==> src/rtl/add_sub_reservation_station.sv <==
// rtl/add_sub_reservation_station.sv - reservation station buffering add/sub ops for one add_sub_unit
//
// Purpose: holds up to RS_SIZE dispatched add/sub instructions, snoops the CDB for
// missing op1/op2/XER operands, and issues the lowest-index fully-ready entry to the
// add_sub_unit, tagged with its global RS id (RS_ID_BASE + entry index).
//
// Ports:
//   clk, rst (sync, active-low), flush       - clock, reset, discard all entries
//   dispatch_*                                - dispatch handshake, decoded op, operands/tags
//   cdb_*                                     - common data bus broadcast (GPR result, optional XER)
//   issue_*                                   - issue handshake and operand/control payload
//   occupancy                                 - registered count of busy entries

package add_sub_rs_pkg;
  typedef struct packed {
    logic subtract;
    logic add_ca;
    logic alter_ca;
    logic alter_ov;
    logic alter_cr0;
  } add_sub_decode_t;
endpackage

module add_sub_reservation_station
  import add_sub_rs_pkg::*;
#(
  parameter int RS_ID_WIDTH = 5,
  parameter int RS_SIZE     = 4,
  parameter int RS_ID_BASE  = 0
) (
  input  logic                         clk,
  input  logic                         rst,
  input  logic                         flush,
  input  logic                         dispatch_valid,
  output logic                         dispatch_ready,
  input  add_sub_decode_t              dispatch_control,
  input  logic [4:0]                   dispatch_result_reg_addr,
  input  logic                         dispatch_op1_valid,
  input  logic                         dispatch_op2_valid,
  input  logic                         dispatch_xer_valid,
  input  logic [31:0]                  dispatch_op1,
  input  logic [31:0]                  dispatch_op2,
  input  logic [31:0]                  dispatch_xer,
  input  logic [RS_ID_WIDTH-1:0]       dispatch_op1_tag,
  input  logic [RS_ID_WIDTH-1:0]       dispatch_op2_tag,
  input  logic [RS_ID_WIDTH-1:0]       dispatch_xer_tag,
  input  logic                         cdb_valid,
  input  logic [RS_ID_WIDTH-1:0]       cdb_rs_id,
  input  logic [31:0]                  cdb_result,
  input  logic                         cdb_xer_valid,
  input  logic [31:0]                  cdb_xer,
  output logic                         issue_valid,
  input  logic                         issue_ready,
  output logic [RS_ID_WIDTH-1:0]       issue_rs_id,
  output logic [4:0]                   issue_result_reg_addr,
  output logic [31:0]                  issue_op1,
  output logic [31:0]                  issue_op2,
  output logic [31:0]                  issue_xer,
  output add_sub_decode_t              issue_control,
  output logic [$clog2(RS_SIZE+1)-1:0] occupancy
);

  localparam int IDX_W = (RS_SIZE > 1) ? $clog2(RS_SIZE) : 1;
  localparam int OCC_W = $clog2(RS_SIZE + 1);
  localparam int N_OPS = 3;  // operand slots: 0 = op1, 1 = op2, 2 = xer
  localparam int XER   = 2;

  // Entry storage
  logic [RS_SIZE-1:0]     busy_q, busy_d;
  add_sub_decode_t        ctrl_q [RS_SIZE];
  add_sub_decode_t        ctrl_d [RS_SIZE];
  logic [4:0]             rd_q   [RS_SIZE];
  logic [4:0]             rd_d   [RS_SIZE];
  logic [N_OPS-1:0]       opv_q  [RS_SIZE];
  logic [N_OPS-1:0]       opv_d  [RS_SIZE];
  logic [RS_ID_WIDTH-1:0] tag_q  [RS_SIZE][N_OPS];
  logic [RS_ID_WIDTH-1:0] tag_d  [RS_SIZE][N_OPS];
  logic [31:0]            val_q  [RS_SIZE][N_OPS];
  logic [31:0]            val_d  [RS_SIZE][N_OPS];
  logic [OCC_W-1:0]       occ_q, occ_d;

  // Dispatch operands and CDB capture rules arranged per operand slot
  logic [N_OPS-1:0]       d_valid;
  logic [RS_ID_WIDTH-1:0] d_tag [N_OPS];
  logic [31:0]            d_val [N_OPS];
  logic [N_OPS-1:0]       cdb_ok;
  logic [31:0]            cdb_val [N_OPS];

  assign d_valid  = {dispatch_xer_valid, dispatch_op2_valid, dispatch_op1_valid};
  assign d_tag[0] = dispatch_op1_tag;
  assign d_tag[1] = dispatch_op2_tag;
  assign d_tag[2] = dispatch_xer_tag;
  assign d_val[0] = dispatch_op1;
  assign d_val[1] = dispatch_op2;
  assign d_val[2] = dispatch_xer;

  // A broadcast only satisfies an XER dependency when it actually carries an XER update.
  assign cdb_ok     = {cdb_valid & cdb_xer_valid, cdb_valid, cdb_valid};
  assign cdb_val[0] = cdb_result;
  assign cdb_val[1] = cdb_result;
  assign cdb_val[2] = cdb_xer;

  // Free-slot and issue selection, both lowest index first, from registered state only
  logic             free_found, sel_found;
  logic [IDX_W-1:0] free_idx, sel_idx;

  always_comb begin
    free_found = 1'b0;
    free_idx   = '0;
    sel_found  = 1'b0;
    sel_idx    = '0;
    for (int i = RS_SIZE - 1; i >= 0; i--) begin
      if (!busy_q[i]) begin
        free_found = 1'b1;
        free_idx   = IDX_W'(i);
      end
      if (busy_q[i] && (&opv_q[i])) begin
        sel_found = 1'b1;
        sel_idx   = IDX_W'(i);
      end
    end
  end

  logic dispatch_fire, issue_fire;

  assign dispatch_ready = free_found;
  assign issue_valid    = sel_found;
  assign dispatch_fire  = dispatch_valid & dispatch_ready;
  assign issue_fire     = issue_valid & issue_ready;

  // Next-state: wakeup, then issue free, then dispatch write, with flush overriding all
  always_comb begin
    busy_d = busy_q;
    ctrl_d = ctrl_q;
    rd_d   = rd_q;
    opv_d  = opv_q;
    tag_d  = tag_q;
    val_d  = val_q;

    for (int i = 0; i < RS_SIZE; i++) begin
      for (int k = 0; k < N_OPS; k++) begin
        if (busy_q[i] && !opv_q[i][k] && cdb_ok[k] && (tag_q[i][k] == cdb_rs_id)) begin
          opv_d[i][k] = 1'b1;
          val_d[i][k] = cdb_val[k];
        end
      end
    end

    if (issue_fire) begin
      busy_d[sel_idx] = 1'b0;
    end

    // The chosen free slot was free in registered state, so it never collides with
    // the issuing entry; a slot freed this cycle only becomes visible next cycle.
    if (dispatch_fire) begin
      busy_d[free_idx] = 1'b1;
      ctrl_d[free_idx] = dispatch_control;
      rd_d[free_idx]   = dispatch_result_reg_addr;
      for (int k = 0; k < N_OPS; k++) begin
        tag_d[free_idx][k] = d_tag[k];
        if (d_valid[k]) begin
          opv_d[free_idx][k] = 1'b1;
          val_d[free_idx][k] = d_val[k];
        end else if (cdb_ok[k] && (d_tag[k] == cdb_rs_id)) begin
          // Producer broadcasting in the dispatch cycle would otherwise be missed.
          opv_d[free_idx][k] = 1'b1;
          val_d[free_idx][k] = cdb_val[k];
        end else begin
          opv_d[free_idx][k] = 1'b0;
          val_d[free_idx][k] = '0;
        end
      end
    end

    if (flush) begin
      busy_d = '0;
      for (int i = 0; i < RS_SIZE; i++) begin
        opv_d[i] = '0;
      end
    end
  end

  always_comb begin
    occ_d = occ_q;
    if (flush) begin
      occ_d = '0;
    end else if (dispatch_fire && !issue_fire) begin
      occ_d = occ_q + OCC_W'(1);
    end else if (!dispatch_fire && issue_fire) begin
      occ_d = occ_q - OCC_W'(1);
    end
  end

  always_ff @(posedge clk) begin
    if (!rst) begin
      busy_q <= '0;
      occ_q  <= '0;
      for (int i = 0; i < RS_SIZE; i++) begin
        ctrl_q[i] <= '0;
        rd_q[i]   <= '0;
        opv_q[i]  <= '0;
        for (int k = 0; k < N_OPS; k++) begin
          tag_q[i][k] <= '0;
          val_q[i][k] <= '0;
        end
      end
    end else begin
      busy_q <= busy_d;
      occ_q  <= occ_d;
      ctrl_q <= ctrl_d;
      rd_q   <= rd_d;
      opv_q  <= opv_d;
      tag_q  <= tag_d;
      val_q  <= val_d;
    end
  end

  // Issue payload is forced to zero when nothing is selected.
  always_comb begin
    issue_rs_id           = '0;
    issue_result_reg_addr = '0;
    issue_op1             = '0;
    issue_op2             = '0;
    issue_xer             = '0;
    issue_control         = '0;
    if (sel_found) begin
      issue_rs_id           = RS_ID_WIDTH'(RS_ID_BASE) + RS_ID_WIDTH'(sel_idx);
      issue_result_reg_addr = rd_q[sel_idx];
      issue_op1             = val_q[sel_idx][0];
      issue_op2             = val_q[sel_idx][1];
      issue_xer             = val_q[sel_idx][XER];
      issue_control         = ctrl_q[sel_idx];
    end
  end

  assign occupancy = occ_q;

endmodule

==> config.mk <==
export PLATFORM = sky130hd
export DESIGN_NAME = add_sub_reservation_station
export DESIGN_NICKNAME = d
export VERILOG_FILES = /design/src/rtl/add_sub_reservation_station.sv
export SDC_FILE = /design/constraint.sdc
export NUM_CORES = 2
export LEC_CHECK = 0
export ABC_AREA = 0
export BUFFER_PORTS_ARGS = -buffer_cell sky130_fd_sc_hd__buf_2
export CAP_MARGIN = 40
export CORE_ASPECT_RATIO = 0.7
export CORE_UTILIZATION = 40
export DETAILED_ROUTE_END_ITERATION = 8
export GPL_TIMING_DRIVEN = 0
export PLACE_DENSITY = 0.55
export SLEW_MARGIN = 10
export SYNTH_ARGS = -nofsm -noshare
export SYNTH_HDL_FRONTEND = slang
export SYNTH_SLANG_ARGS = --single-unit
==> constraint.sdc <==
create_clock -name clk -period 3.26 [get_ports clk]
set_input_delay 0.163 -clock clk [delete_from_list [all_inputs] [get_ports clk]]
set_output_delay 0.163 -clock clk [all_outputs]
set_load 0.01 [all_outputs]
**Yosys cells after proc, flatten, opt, wreduce, memory -nomap -nowiden**

Cells that the tools add are included.

- Register bits: 503
- Latch bits: 0
- Bits in writable memories: 0
- Memory bits (read-only): 0
- Input bits: 200
- Output and inout bits: 116
- Memories: 0

- Add/subtract/negate cells: 2
- Multiply operators: 0
- Divide/modulo/power cells: 0
- Magnitude comparators: 7
- Eq/ne operators: 15
- Shift-type cells: 0
- Mux-type cells: 112
- Bitwise operators: 24
- Reductions and logical operators: 68

Operator list:

| kind | count |
|---|---|
| 2-to-1 mux 384 bit | 9 |
| bitwise mux 384 bit | 6 |
| AND 384 bit | 3 |
| inverter 384 bit | 3 |
| demux 96 bit (select 2 bit) | 3 |
| 2-to-1 mux 32 bit | 16 |
| 2-to-1 mux 96 bit | 3 |
| binary-select mux 96 bit (select 2 bit) | 1 |
| bitwise mux 60 bit | 3 |
| 2-to-1 mux 12 bit | 9 |
| demux 15 bit (select 2 bit) | 3 |
| == test 5 bit | 15 |
| 2-to-1 mux 64 bit | 1 |
| logical AND 1 bit | 48 |
| bitwise mux 20 bit | 2 |
| 2-to-1 mux 5 bit | 8 |
| AND 12 bit | 3 |
| inverter 12 bit | 3 |
| bitwise OR 12 bit | 3 |
| 2-to-1 mux 1 bit | 23 |
| binary-select mux 5 bit (select 2 bit) | 2 |
| 2-to-1 mux 2 bit | 10 |
| demux 3 bit (select 2 bit) | 3 |
| 2-to-1 mux 15 bit | 1 |
| other kinds (21) | 47 |

**Depth between registers and ports, before layout**

- Depth in word-level cells: 22
- Depth in mapped cells: 12
- Gate-level depth less buffers: 11

**Least setup slack after synthesis**

OpenSTA, ideal clock, no wires.

- Path type: reg-to-reg
- Start point: reg busy_q[1]
- End point: reg occ_q[2] (netlist: occupancy[2])
- Setup time: 0.071 ns
- Data arrival time: 2.345 ns
- Data required time: 3.189 ns
- Setup slack: 0.844 ns
- Cell stages (with the launch flop): 12
- Buffers on the path: 2
- Period minus slack after synthesis: 2.416 ns
- Cells stage by stage: dfxtp_1 buf_2 nand4_1 clkbuf_1 nand3_1 nand2_1 ha_1 inv_1 fa_1 xor2_1 or3_1 a21oi_1

- Cells in the longest elaborated chain, start to end: 7
- Elaborated cells between the ends (all ways): 13
- Those cells by class: mux (5); bitwise (2); reduce/logical (6)

Ends and longest elaborated chain:

| what | line | text |
|---|---|---|
| start, declared | 69 | `logic [RS_SIZE-1:0] busy_q, busy_d;` |
| start signal, assigned | 208 | `busy_q <= busy_d;` |
| logical AND 1 bit * | 117 | `if (busy_q[i] && (&opv_q[i])) begin` |
| 2-to-1 mux 1 bit * (2 in series) | 117 |  |
| net issue_valid | 52 | `output logic issue_valid,` |
| AND 1 bit * | 129 | `assign issue_fire = issue_valid & issue_ready;` |
| logical NOT 1 bit | 187 | `end else if (dispatch_fire && !issue_fire) begin` |
| logical AND 1 bit | 187 |  |
| 2-to-1 mux 3 bit or nonzero test 2 bit (tied branches) | n/a |  |
| end signal, assigned | 197 | `occ_q <= '0;` |
| end signal, assigned | 209 | `occ_q <= occ_d;` |
| end, declared | 80 | `logic [OCC_W-1:0] occ_q, occ_d;` |

Mark *: on every way through the listed nets, which the timed path passes. The rest lies on a longest branch.
A chain may end at the register's enable or synchronous reset.

**Worst setup path in the final report**

- Start point: reg busy_q[1]
- End point: out issue_op2[3]

- Cells in the longest elaborated chain, start to end: 8
- Elaborated cells between the ends (all ways): 10
- Those cells by class: mux (8); bitwise (1); reduce/logical (1)

Ends and longest elaborated chain:

| what | line | text |
|---|---|---|
| logical AND 1 bit * | 117 |  |
| 2-to-1 mux 2 bit (2 in series) | 117 |  |
| inverter 2 -> 3 bit (implied by the code) | 230 | `issue_op2 = val_q[sel_idx][1];` |
| binary-select mux 96 bit (select 2 bit) | 230 |  |
| 2-to-1 mux 96 bit (2 in series) | n/a |  |
| 2-to-1 mux 32 bit * | 226 | `if (sel_found) begin` |
| end, declared | 57 | `output logic [31:0] issue_op2,` |

Every way passes the cells marked *; elsewhere a longest branch is shown, timed or not. The select of a mux whose other input is x is not followed.

==> impl_metrics.tcl <==
set metrics [dict create \
    timing.clock.skew_ns 0.0280 \
    detailroute.via_count 30666 \
    final_cell_count_no_fill 4712 \
    timing.final.hold_violations 0 \
    grt_antenna_before_repair 9 \
    pre_cts_slack_ns -0.253 \
    pin_count_of_the_biggest_net_entering_global_routing 14 \
    postRouteWirelength_um 145000 \
    netlist_top_cells_count "dfxtp_1 (503), nand2_1 (455), a21oi_1 (417), mux2i_1 (399), clkbuf_1 (265)" \
    placementRows 78 \
    dp.cells 4419 \
    clk_latency_ns 0.65 \
    tritoncts.num_buffers 54 \
    finalCritPeriodShare_pct 102 \
    yosys.cell_count.top_type "dfxtp_1" \
    die_x_um 310 \
    total_power_mw 15.1 \
    sinks_on_the_clock_net 503 \
    fin_ws_ns -0.0782 \
    postPlaceCellArea_um2 29800 \
    maxcap_violations 0 \
    die-area_um2 67500 \
    fin_area_um2 33700 \
    synth.cell_area_um2 26600 \
    yosys_register_bits 503 \
    final_layout_size_suffix_gt1_share_pct 15.3 \
    synth_cells 3192 \
    area.growth.synth_to_final_pct 26.9 \
    syn-mean-instance-area_um2 8.33 \
    ctsRootBufferMaster "clkbuf_16" \
    routed_wire_length_per_instance_um 30.7 \
    setup.worst_path.end_class "primary output" \
    worst_path_dominant_cell_family "buffers and inverters" \
    yosysWarningCount 0 \
    die_h_um 218 \
    boundaryPins 316 \
    drc_errors 0 \
    design.final.nets 3987 \
    asr_flop_ratio_synth_pct 0 \
    holdCritPathClass "primary input to flip-flop" \
    synth_largest_type_area_fraction_pct 37.9 \
    ir_drop_v 0.000434 \
    cts-root-to-sink-buffers 3 \
    total_leakage_power_nw 15.0 \
    first_global_vias 28867 \
    dp.final_hpwl_um 101000 \
    fmax_mhz 300 \
    cp.required_ns 3.10 \
    unique_masters_post_synth 52 \
    criticalPathCategory "flip-flop to primary output" \
    grt_usage_pct 41.3 \
    tritoncts "yes" \
    timing.setup.tns_ns -1.55 \
    drt_iter0_drc 4504 \
    setup_repair_after_global_routing_missed_its_margin "no" \
    grt_overflow 0 \
    grt_first_pass_wirelength_um 203000 \
    numPortBuffers 303 \
    period_minus_slack_ns 3.34 \
    path_clk_slew_ns 0.06 \
    antenna_left 0 \
    max_slew_margin_pct 31.2 \
    power_density_nw_per_um2 448 \
    post_synth_main_area_contributors "dfxtp_1 (38%), mux2i_1 (15%), a21oi_1 (7.9%), nand2_1 (6.4%), o32ai_1 (5.3%)" \
    critical-path-slowest-cell "o21ai_1" \
    synthFlopType "dfxtp_1" \
    drtPass1Iterations 6 \
    violations_in_the_final_reports "negative setup slack" \
    htree_num_levels 2 \
    synth_enable_flop_cells 0 \
    seq_area_frac_synth_pct 37.9 \
    core_region_area_um2 65200 \
    critPathLaunchType "flip-flop" \
    cp_num_buf_inv 5 \
    gp_congestion 0.969 \
    worstMarginPinSlew_ns 1.03 \
    synth_top_cell_by_area "dfxtp_1" \
    setup_viol 45 \
    critical_path.most_common_cell "buf_2" \
    effective_utilization_at_floorplan_pct 40.8 \
    cp.arrival_ns 3.18 \
    outcome "complete, but fails checks" \
    timing.critical_path.cells "buf_2, and4_1, clkbuf_1, clkbuf_2, clkbuf_4, a21oi_1, o21ai_1, buf_2" \
    max_slew_violation_total_from_the_final_report 0 \
    critical_path.max_stage_delay_ns 0.50 \
    largest_fanout_on_the_critical_path 10 \
    routed_via_density 6.51 \
]
-- layer usage --
| metal | up-vias | share of wire [%] | global-route usage (%) |
|---|---|---|---|
| met3 | 551 | 14 | 12.6 |
| met1 | 14730 | 40 | 55.9 |
| met5 | - | 0.086 | 0 |
| met4 | 4 | 5.9 | 21.7 |
| met2 | 2455 | 41 | 58.7 |
| li1 | 12926 | - | - |
-- cell usage in the layout (no fill, tap or decap), types with 32 or more instances in the layout --
cell / n
clkbuf_16: 57
xnor2_1: 45
a22oi_1: 64
o2bb2ai_1: 32
mux2i_1: 399
o32ai_1: 160
clkbuf_1: 246
nor2_1: 161
a21oi_1: 417
buf_2: 354
dfxtp_1: 503
o21ai_0: 137
dlygate4sd3_1: 190
buf_6: 37
o22ai_1: 209
nand2_1: 455
-- logic make-up (layout without fill, tap and decap cells) --
logic type	count (synthesis)	after routing	synth area share (%)
buffers and inverters	371	1007	6.30
xor gates and xnor gates	77	77	2.62
muxes	428	428	16.3
and+or+nand+nor	695	695	10.6
adders and majority gates	2	2	0.122
DFF	503	503	37.9
other	1	5	0.0141
AOI/OAI and AO/OA	1115	1115	26.2
-- cell type report --
class	count	area, um^2
Fill cell	6229	31500
Multi-Input combinational cell	2320	14900
Sequential cell	503	10100
Timing Repair Buffer	537	4000
Buffer	361	1740
Clock buffer	84	1660
Tap cell	880	1100
Clock inverter	17	251
Inverter	8	30.0
Antenna cell	2	5.00
-- registers in the layout (all words and copies together) (netlist names) --
signal	flops
busy_q	4
ctrl_q	20
occupancy	3
opv_q	12
rd_q	20
tag_q	60
val_q	384
-- through the flow --
| stage | utilization [%] | hold WS [ns] |
|---|---|---|
| final | 51.7 | 0.0138 |
| after global routing | 51.7 | 0.0363 |
| after CTS | 51.6 | 0.00101 |
| after detailed placement | 45.7 | 0.443 |
| after global placement | 44.8 | 0.438 |
| after floorplan | - | 0.258 |
-- worst paths after layout --
check                 startpoint      endpoint  slack [ns]  cells after the start
hold / removal    cdb_result[25]     val_q[89]        0.01                      4
setup reg to reg       busy_q[0]    val_q[277]       -0.06                      8
hold reg to reg         rd_q[17]      rd_q[17]        0.46                      2
setup / recovery       busy_q[1]  issue_op2[3]       -0.08                      8
-- report_power, final --
group          leakage (nW)  internal, mW  switching, mW
combinational          10.0         0.643           1.19
clock                 0.936          3.96           2.87
sequential             4.08          6.33          0.109
-- what timing repair did --
| action | 4_1_cts | 5_1_grt |
|---|---|---|
| buffers inserted | 1 | 0 |
| resized for setup | 35 | 42 |
| endpoints found under the setup margin | 93 | 102 |
| hold buffers | 190 | 0 |
| pin swaps | 0 | 0 |
| hold endpoints to repair | 433 | 0 |
-- worst min-delay path, delay by kind of cell --
family	cells	cell delay (ns)
buffers and inverters	1	0.10
muxes	1	0.15
AOI/OAI and AO/OA	1	0.13
and+or+nand+nor	1	0.07
No activity file was read; power rests on OpenSTA's default activity.
